===== config.mk =====
export PLATFORM = sky130hd
export DESIGN_NAME = cp_symbol_tx
export DESIGN_NICKNAME = d
export VERILOG_FILES = /design/src/rtl/cp_symbol_tx.sv
export SDC_FILE = /design/constraint.sdc
export NUM_CORES = 2
export LEC_CHECK = 0
export ABC_AREA = 1
export BUFFER_PORTS_ARGS = -buffer_cell sky130_fd_sc_hd__clkbuf_2
export CAP_MARGIN = 20
export CORE_AREA = 2 2 539 541
export DETAILED_ROUTE_END_ITERATION = 7
export DIE_AREA = 0 0 541 543
export MAX_ROUTING_LAYER = met4
export PLACE_DENSITY = 0.5
export SYNTH_ARGS = -nofsm -noshare
export SYNTH_HDL_FRONTEND = slang
export SYNTH_SLANG_ARGS = --single-unit
export TNS_END_PERCENT = 5

===== constraint.sdc =====
create_clock -name clk -period 3.5 [get_ports clk]
set_input_delay 0.7 -clock clk [delete_from_list [all_inputs] [get_ports clk]]
set_output_delay 0.7 -clock clk [all_outputs]
set_load 0.05 [all_outputs]

===== src/rtl/cp_symbol_tx.sv =====
// cp_symbol_tx: CP-framed OFDM symbol source for the timing/CFO estimator.
//
// Collects N complex samples into a buffer. It then emits one frame: an
// optional leading run of zero samples (first symbol after reset only),
// then the cyclic prefix buf[N-CP_LEN..N-1], then the body buf[0..N-1].
// The emission path is two registers deep: a registered buffer read
// followed by the output register. The first frame sample therefore
// appears two cycles after the edge that accepts sample N-1.
//
// Optional feature, compile-time macro CP_TX_DITHER_EN: a 16-bit Fibonacci
// LFSR (seed 16'hACE1) adds +/-1 LSB of dither to every valid output sample.
// Bit 0 applies to re and bit 1 to img, with saturation.
//
// Ports:
//   clk, rst           clock, asynchronous active-high reset
//   in_valid/in_ready  source handshake; samples offered while busy are dropped
//   in_re, in_img      source sample, signed Q1.15
//   rho_in             SNR weight, latched on each symbol's first sample
//   theta_cfg          leading zero-sample count, latched once after reset
//   out_valid          estimator in_valid
//   out_re, out_img    estimator rx_re_in / rx_img_in
//   rho_out            estimator rho, updated on sym_start
//   sym_start          pulse on the first CP sample of each symbol
module cp_symbol_tx #(
    parameter int N      = 64,
    parameter int CP_LEN = 16,
    parameter int W      = 16,
    parameter int RHO_W  = 8
) (
    input  logic             clk,
    input  logic             rst,
    input  logic             in_valid,
    output logic             in_ready,
    input  logic [W-1:0]     in_re,
    input  logic [W-1:0]     in_img,
    input  logic [RHO_W-1:0] rho_in,
    input  logic [7:0]       theta_cfg,
    output logic             out_valid,
    output logic [W-1:0]     out_re,
    output logic [W-1:0]     out_img,
    output logic [RHO_W-1:0] rho_out,
    output logic             sym_start
);

    localparam int AW = $clog2(N);
    // One counter serves as the write address, offset count, CP index and body index.
    localparam int CW = (AW > 8) ? AW : 8;

    typedef enum logic [1:0] {FILL, OFFSET, CP, BODY} state_t;

    state_t          state, state_nxt;
    logic [CW-1:0]   cnt, cnt_nxt;
    logic            first_sym, first_sym_nxt;
    logic [7:0]      theta_lat;
    logic [RHO_W-1:0] rho_lat;

    logic            accept;
    logic            emit, emit_zero, emit_start;
    logic [AW-1:0]   rd_addr;

    logic [2*W-1:0]  mem [N];
    logic [2*W-1:0]  rd_data;
    logic            s1_valid, s1_zero, s1_start;
    logic [W-1:0]    s1_re, s1_img;

    assign in_ready = (state == FILL);
    assign accept   = in_valid && in_ready;

    // ---------------- control: next state and emission request ----------
    always_comb begin
        // NOTE: every signal gets a default first so no path infers a latch.
        state_nxt     = state;
        cnt_nxt       = cnt;
        first_sym_nxt = first_sym;
        emit          = 1'b0;
        emit_zero     = 1'b0;
        emit_start    = 1'b0;
        rd_addr       = '0;
        case (state)
            FILL: begin
                if (accept) begin
                    if (cnt == CW'(N - 1)) begin
                        cnt_nxt       = '0;
                        first_sym_nxt = 1'b0;
                        state_nxt     = (first_sym && theta_lat != 8'd0) ? OFFSET : CP;
                    end else begin
                        cnt_nxt = cnt + CW'(1);
                    end
                end
            end
            OFFSET: begin
                emit      = 1'b1;
                emit_zero = 1'b1;
                if (cnt == CW'(theta_lat) - CW'(1)) begin
                    cnt_nxt   = '0;
                    state_nxt = CP;
                end else begin
                    cnt_nxt = cnt + CW'(1);
                end
            end
            CP: begin
                emit       = 1'b1;
                emit_start = (cnt == '0);
                // AW-bit truncation makes the address wrap mod N.
                rd_addr    = AW'(N - CP_LEN) + cnt[AW-1:0];
                if (cnt == CW'(CP_LEN - 1)) begin
                    cnt_nxt   = '0;
                    state_nxt = BODY;
                end else begin
                    cnt_nxt = cnt + CW'(1);
                end
            end
            BODY: begin
                emit    = 1'b1;
                rd_addr = cnt[AW-1:0];
                if (cnt == CW'(N - 1)) begin
                    cnt_nxt   = '0;
                    state_nxt = FILL;
                end else begin
                    cnt_nxt = cnt + CW'(1);
                end
            end
            default: state_nxt = FILL;
        endcase
    end

    // NOTE: sequential state uses non-blocking assignments only, so every
    // register samples pre-edge values regardless of block ordering.
    always_ff @(posedge clk or posedge rst) begin
        if (rst) begin
            state     <= FILL;
            cnt       <= '0;
            first_sym <= 1'b1;
            theta_lat <= 8'd0;
            rho_lat   <= '0;
            s1_valid  <= 1'b0;
            s1_zero   <= 1'b0;
            s1_start  <= 1'b0;
        end else begin
            state     <= state_nxt;
            cnt       <= cnt_nxt;
            first_sym <= first_sym_nxt;
            if (accept && cnt == '0) begin
                rho_lat <= rho_in;
                if (first_sym) theta_lat <= theta_cfg;
            end
            s1_valid <= emit;
            s1_zero  <= emit_zero;
            s1_start <= emit_start;
        end
    end

    // ---------------- single-port sample buffer -------------------------
    // NOTE: the buffer and its read register have no reset; s1_valid and
    // s1_zero gate whatever stale data they hold.
    always_ff @(posedge clk) begin
        if (accept) mem[cnt[AW-1:0]] <= {in_re, in_img};
        if (emit)   rd_data <= mem[rd_addr];
    end

    assign s1_re  = s1_zero ? '0 : rd_data[2*W-1:W];
    assign s1_img = s1_zero ? '0 : rd_data[W-1:0];

    // ---------------- output register -----------------------------------
`ifdef CP_TX_DITHER_EN
    localparam logic [W-1:0] S_MAX = {1'b0, {(W-1){1'b1}}};
    localparam logic [W-1:0] S_MIN = {1'b1, {(W-1){1'b0}}};
    localparam logic [W-1:0] ONE   = W'(1);

    logic [15:0] lfsr;

    function automatic logic [W-1:0] dither(input logic [W-1:0] x, input logic up);
        if (up) return (x == S_MAX) ? x : x + ONE;
        return (x == S_MIN) ? x : x - ONE;
    endfunction

    always_ff @(posedge clk or posedge rst) begin
        if (rst) begin
            lfsr <= 16'hACE1;
        end else if (s1_valid) begin
            // Taps 16,14,13,11 in right-shift form.
            lfsr <= {lfsr[0] ^ lfsr[2] ^ lfsr[3] ^ lfsr[5], lfsr[15:1]};
        end
    end

    always_ff @(posedge clk or posedge rst) begin
        if (rst) begin
            out_valid <= 1'b0;
            out_re    <= '0;
            out_img   <= '0;
            rho_out   <= '0;
            sym_start <= 1'b0;
        end else begin
            out_valid <= s1_valid;
            out_re    <= s1_valid ? dither(s1_re, lfsr[0])  : '0;
            out_img   <= s1_valid ? dither(s1_img, lfsr[1]) : '0;
            sym_start <= s1_start;
            if (s1_start) rho_out <= rho_lat;
        end
    end
`else
    always_ff @(posedge clk or posedge rst) begin
        if (rst) begin
            out_valid <= 1'b0;
            out_re    <= '0;
            out_img   <= '0;
            rho_out   <= '0;
            sym_start <= 1'b0;
        end else begin
            out_valid <= s1_valid;
            out_re    <= s1_valid ? s1_re  : '0;
            out_img   <= s1_valid ? s1_img : '0;
            sym_start <= s1_start;
            if (s1_start) rho_out <= rho_lat;
        end
    end
`endif

endmodule


==> summary.md <==
| Metric | Value |
|---|---|
| Run status | completed |
| Layout Skew | 0.0836 ns |
| GRT Total Usage | 19.2% |
| H-tree Lvls | 4 |
| EDFF count, synth | 2080 |
| Top cells by area, synth | edfxtp_1, o211ai_1, nand3_1 |
| Max-cap viol count | 0 |
| Fill cell count | 27491 |
| Crit path DAT | 4.08 ns |
| Via-per-instance ratio | 5.22 |
| Die H | 543 um |
| Root Buffer | clkbuf_16 |
| Residual DRC count | 0 |
| Layout cells sized above 1 | 16.0% |
| Max VDD drop | 0.539 mV |
| Total power | 67.1 mW |
| Die extent in x | 541 um |
| Crit. End Element | register |
| Fin nets | 6367 |
| Fmax | 297 MHz |
| Critical path peak fanout | 29 |
| Total die area | 0.294 mm^2 |
| Worst Setup Path Type | reg -> reg |
| Fin util | 35.2% |
| Wirelength, routed | 277000 um |
| CTS tree | yes |
| Count of final max-slew check failures | 0 |
| Yosys warnings | 0 |
| Initial antenna violation count | 17 |
| Clk slew on worst S/H paths | 0.06 ns |
| Cell taking the most area after synthesis | edfxtp_1 |
| Worst EP required | 4.22 ns |
| Top cells by count, synth | edfxtp_1, o211ai_1, nor2_1 |
| Mapped Avg Cell Area | 14.1 um^2 |
| Most used flip-flop cell after synthesis | edfxtp_1 |
| RSZ-0062 raised after global routing | no |
| FF+latch count, synth | 2152 |
| PD cells | 664 mW/mm^2 |
| Core Footprint | 0.287 mm^2 |
| Vias in the first global route | 52550 |
| Per-cell routed wire length | 27.0 um |
| Pleak | 31.0 nW |
| Post-layout minimum cycle time | 3.36 ns |
| Hold Path Class | in -> reg |
| Worst-Margin Slew | 1.15 ns |
| Clock Latency Late Sink | 0.90 ns |
| Post-route setup TNS | 0 ns |
| Min Hold Slack | 0.0909 ns |
| CTS resizes | 0 |
| I/O Buffers | 93 |
| Distinct cells, synth | 36 |
| Num CTS Buffers | 223 |
| # rows | 197 |
| Global-route wire length before repair | 396000 um |
| Largest net degree at the start of global routing | 85 |
| Sequential-to-total area share from yosys stat | 74.8% |
| Period Utilization, post-route | 96.1% |
| Antenna-violating nets left | 0 |
| Total gr overflow | 0 |
| Max-slew headroom | 23.1% |
| DR iter-0 viols | 5823 |
| Post-Syn Area | 0.0860 mm^2 |
| Area growth syn-to-layout | 17.6% |
| Post-Synthesis Net Count | 6162 |
| Top-count cell post-synth | edfxtp_1 |
| IO Count | 94 |
| Gate Count Post-Synth | 6098 |
| Starting Density | 29.9% |
| # setup viols final | 0 |
| Worst Setup Start Kind | register |
| GPL Wtd Cong | 0.812 |
| Via count | 53688 |
| DP HPWL | 158000 um |
| Clock Path Buffers | 3 |
| Final Hold Vio Count | 0 |
| Top cell type's share of synthesized area | 72.7% |
| Asr flop ratio synth | 3.35% |
| Number of clock sinks | 2152 |
| Initial DRT Pass Iterations | 6 |
per-layer routing:
layer	vias up	share of wire, %	track usage, %
li1	23696	-	-
met5	-	0	-
met1	27723	45	26.5
met3	325	6.6	2.67
met4	0	2.7	5.43
met2	1944	46	29.4
kinds of logic after synthesis:
group / share of synthesized area [%]
fa+ha+maj: 0.189
compound gates: 11.5
buf+inv: 2.74
flops: 74.8
simple gates: 10.6
xor+xnor: 0.0815
mux: 0.131
through the flow:
stage / cell area [um^2] / worst slack, ns / cells
after floorplan: 86000 / -0.0585 / 6098
after global placement: 93600 / 0.113 / 9838
after detailed placement: 93700 / 0.131 / 9845
after CTS: 101000 / 0.132 / 10272
after global routing: 101000 / 0.0682 / 10281
final: 101000 / 0.136 / 10287
final timing paths:
| kind | endpoint | slack [ns] | startpoint | cells past startpoint |
|---|---|---|---|---|
| setup / recovery | rd_data[5]$_DFFE_PP_ | 0.14 | state[1]$_DFFE_PP0P_ | 11 |
| hold / removal | theta_lat[4]$_DFFE_PP0P_ | 0.09 | theta_cfg[4] | 3 |
| setup reg to reg | rd_data[5]$_DFFE_PP_ | 0.14 | state[1]$_DFFE_PP0P_ | 11 |
| hold reg to reg | out_valid$_DFF_PP0_ | 0.44 | s1_valid$_DFF_PP0_ | 0 |
| max in group asynchronous | out_img[8]$_DFF_PP0_ | 2.40 | rst | 4 |
| min in group asynchronous | rho_lat[1]$_DFFE_PP0P_ | 0.35 | rst | 3 |
cell type report:
cell class,instances,area [um^2],area share (%)
flip-flops and latches,2152,64300,63.6
multi-input cells,3418,19900,19.7
clock buffers,289,5910,5.85
well taps,3781,4730,4.68
repair buffers,433,4710,4.66
clock inverters,125,1260,1.24
inverters,75,322,0.318
diodes,14,35.0,0.0347
critical path, cell delays in order (launching register included):
cell and delay (ns):
dfrtp_1 0.44, buf_4 0.22, ha_1 0.23, inv_1 0.12, nand2_1 0.10, o21ai_4 0.13, clkinv_2 0.40, buf_12 0.35
buf_4 0.20, nand3_1 0.23, nand3_1 0.40, nand2_1 0.32
cell usage in the layout (no fill, tap or decap), types with 4 or more instances in the layout:
cell type / n
nor2_1: 637
nand4_1: 4
clkbuf_1: 60
dfrtp_1: 71
clkbuf_2: 93
diode_2: 14
ha_1: 13
buf_12: 131
clkinv_2: 41
or2_0: 126
inv_1: 67
clkbuf_16: 225
bufinv_16: 16
a21oi_1: 7
clkinv_16: 7
xor2_1: 5
clkinv_1: 43
inv_6: 8
nand2_1: 134
o21ai_0: 440
o211ai_1: 960
nand3_1: 536
buf_4: 195
clkbuf_8: 4
o21ai_1: 76
edfxtp_1: 2080
dlygate4sd3_1: 13
mux2_2: 10
or2_1: 172
nor2_4: 65
inv_16: 4
clkinvlp_4: 5
or2_2: 214
sequential cells by signal, indices dropped and copies added, names as in the netlist:
signal and count:
first_sym 1, rho_lat 8, rd_data 32, s1_zero 1, out_re 16, cnt 8
s1_start 1, rho_out 8, sym_start 1, state 2, theta_lat 8, s1_valid 1
mem 2048, out_img 16, out_valid 1
power breakdown:
| group | switching (mW) | internal [mW] |
|---|---|---|
| clock | 10.3 | 13.1 |
| combinational | 10.1 | 3.82 |
| sequential | 0.487 | 29.3 |
repair_timing:
| action | CTS | global route |
|---|---|---|
| hold endpoints to repair | 43 | 0 |
| hold buffers | 13 | 0 |
| setup buffers | 0 | 0 |
Power figures use the tool's default switching activity.
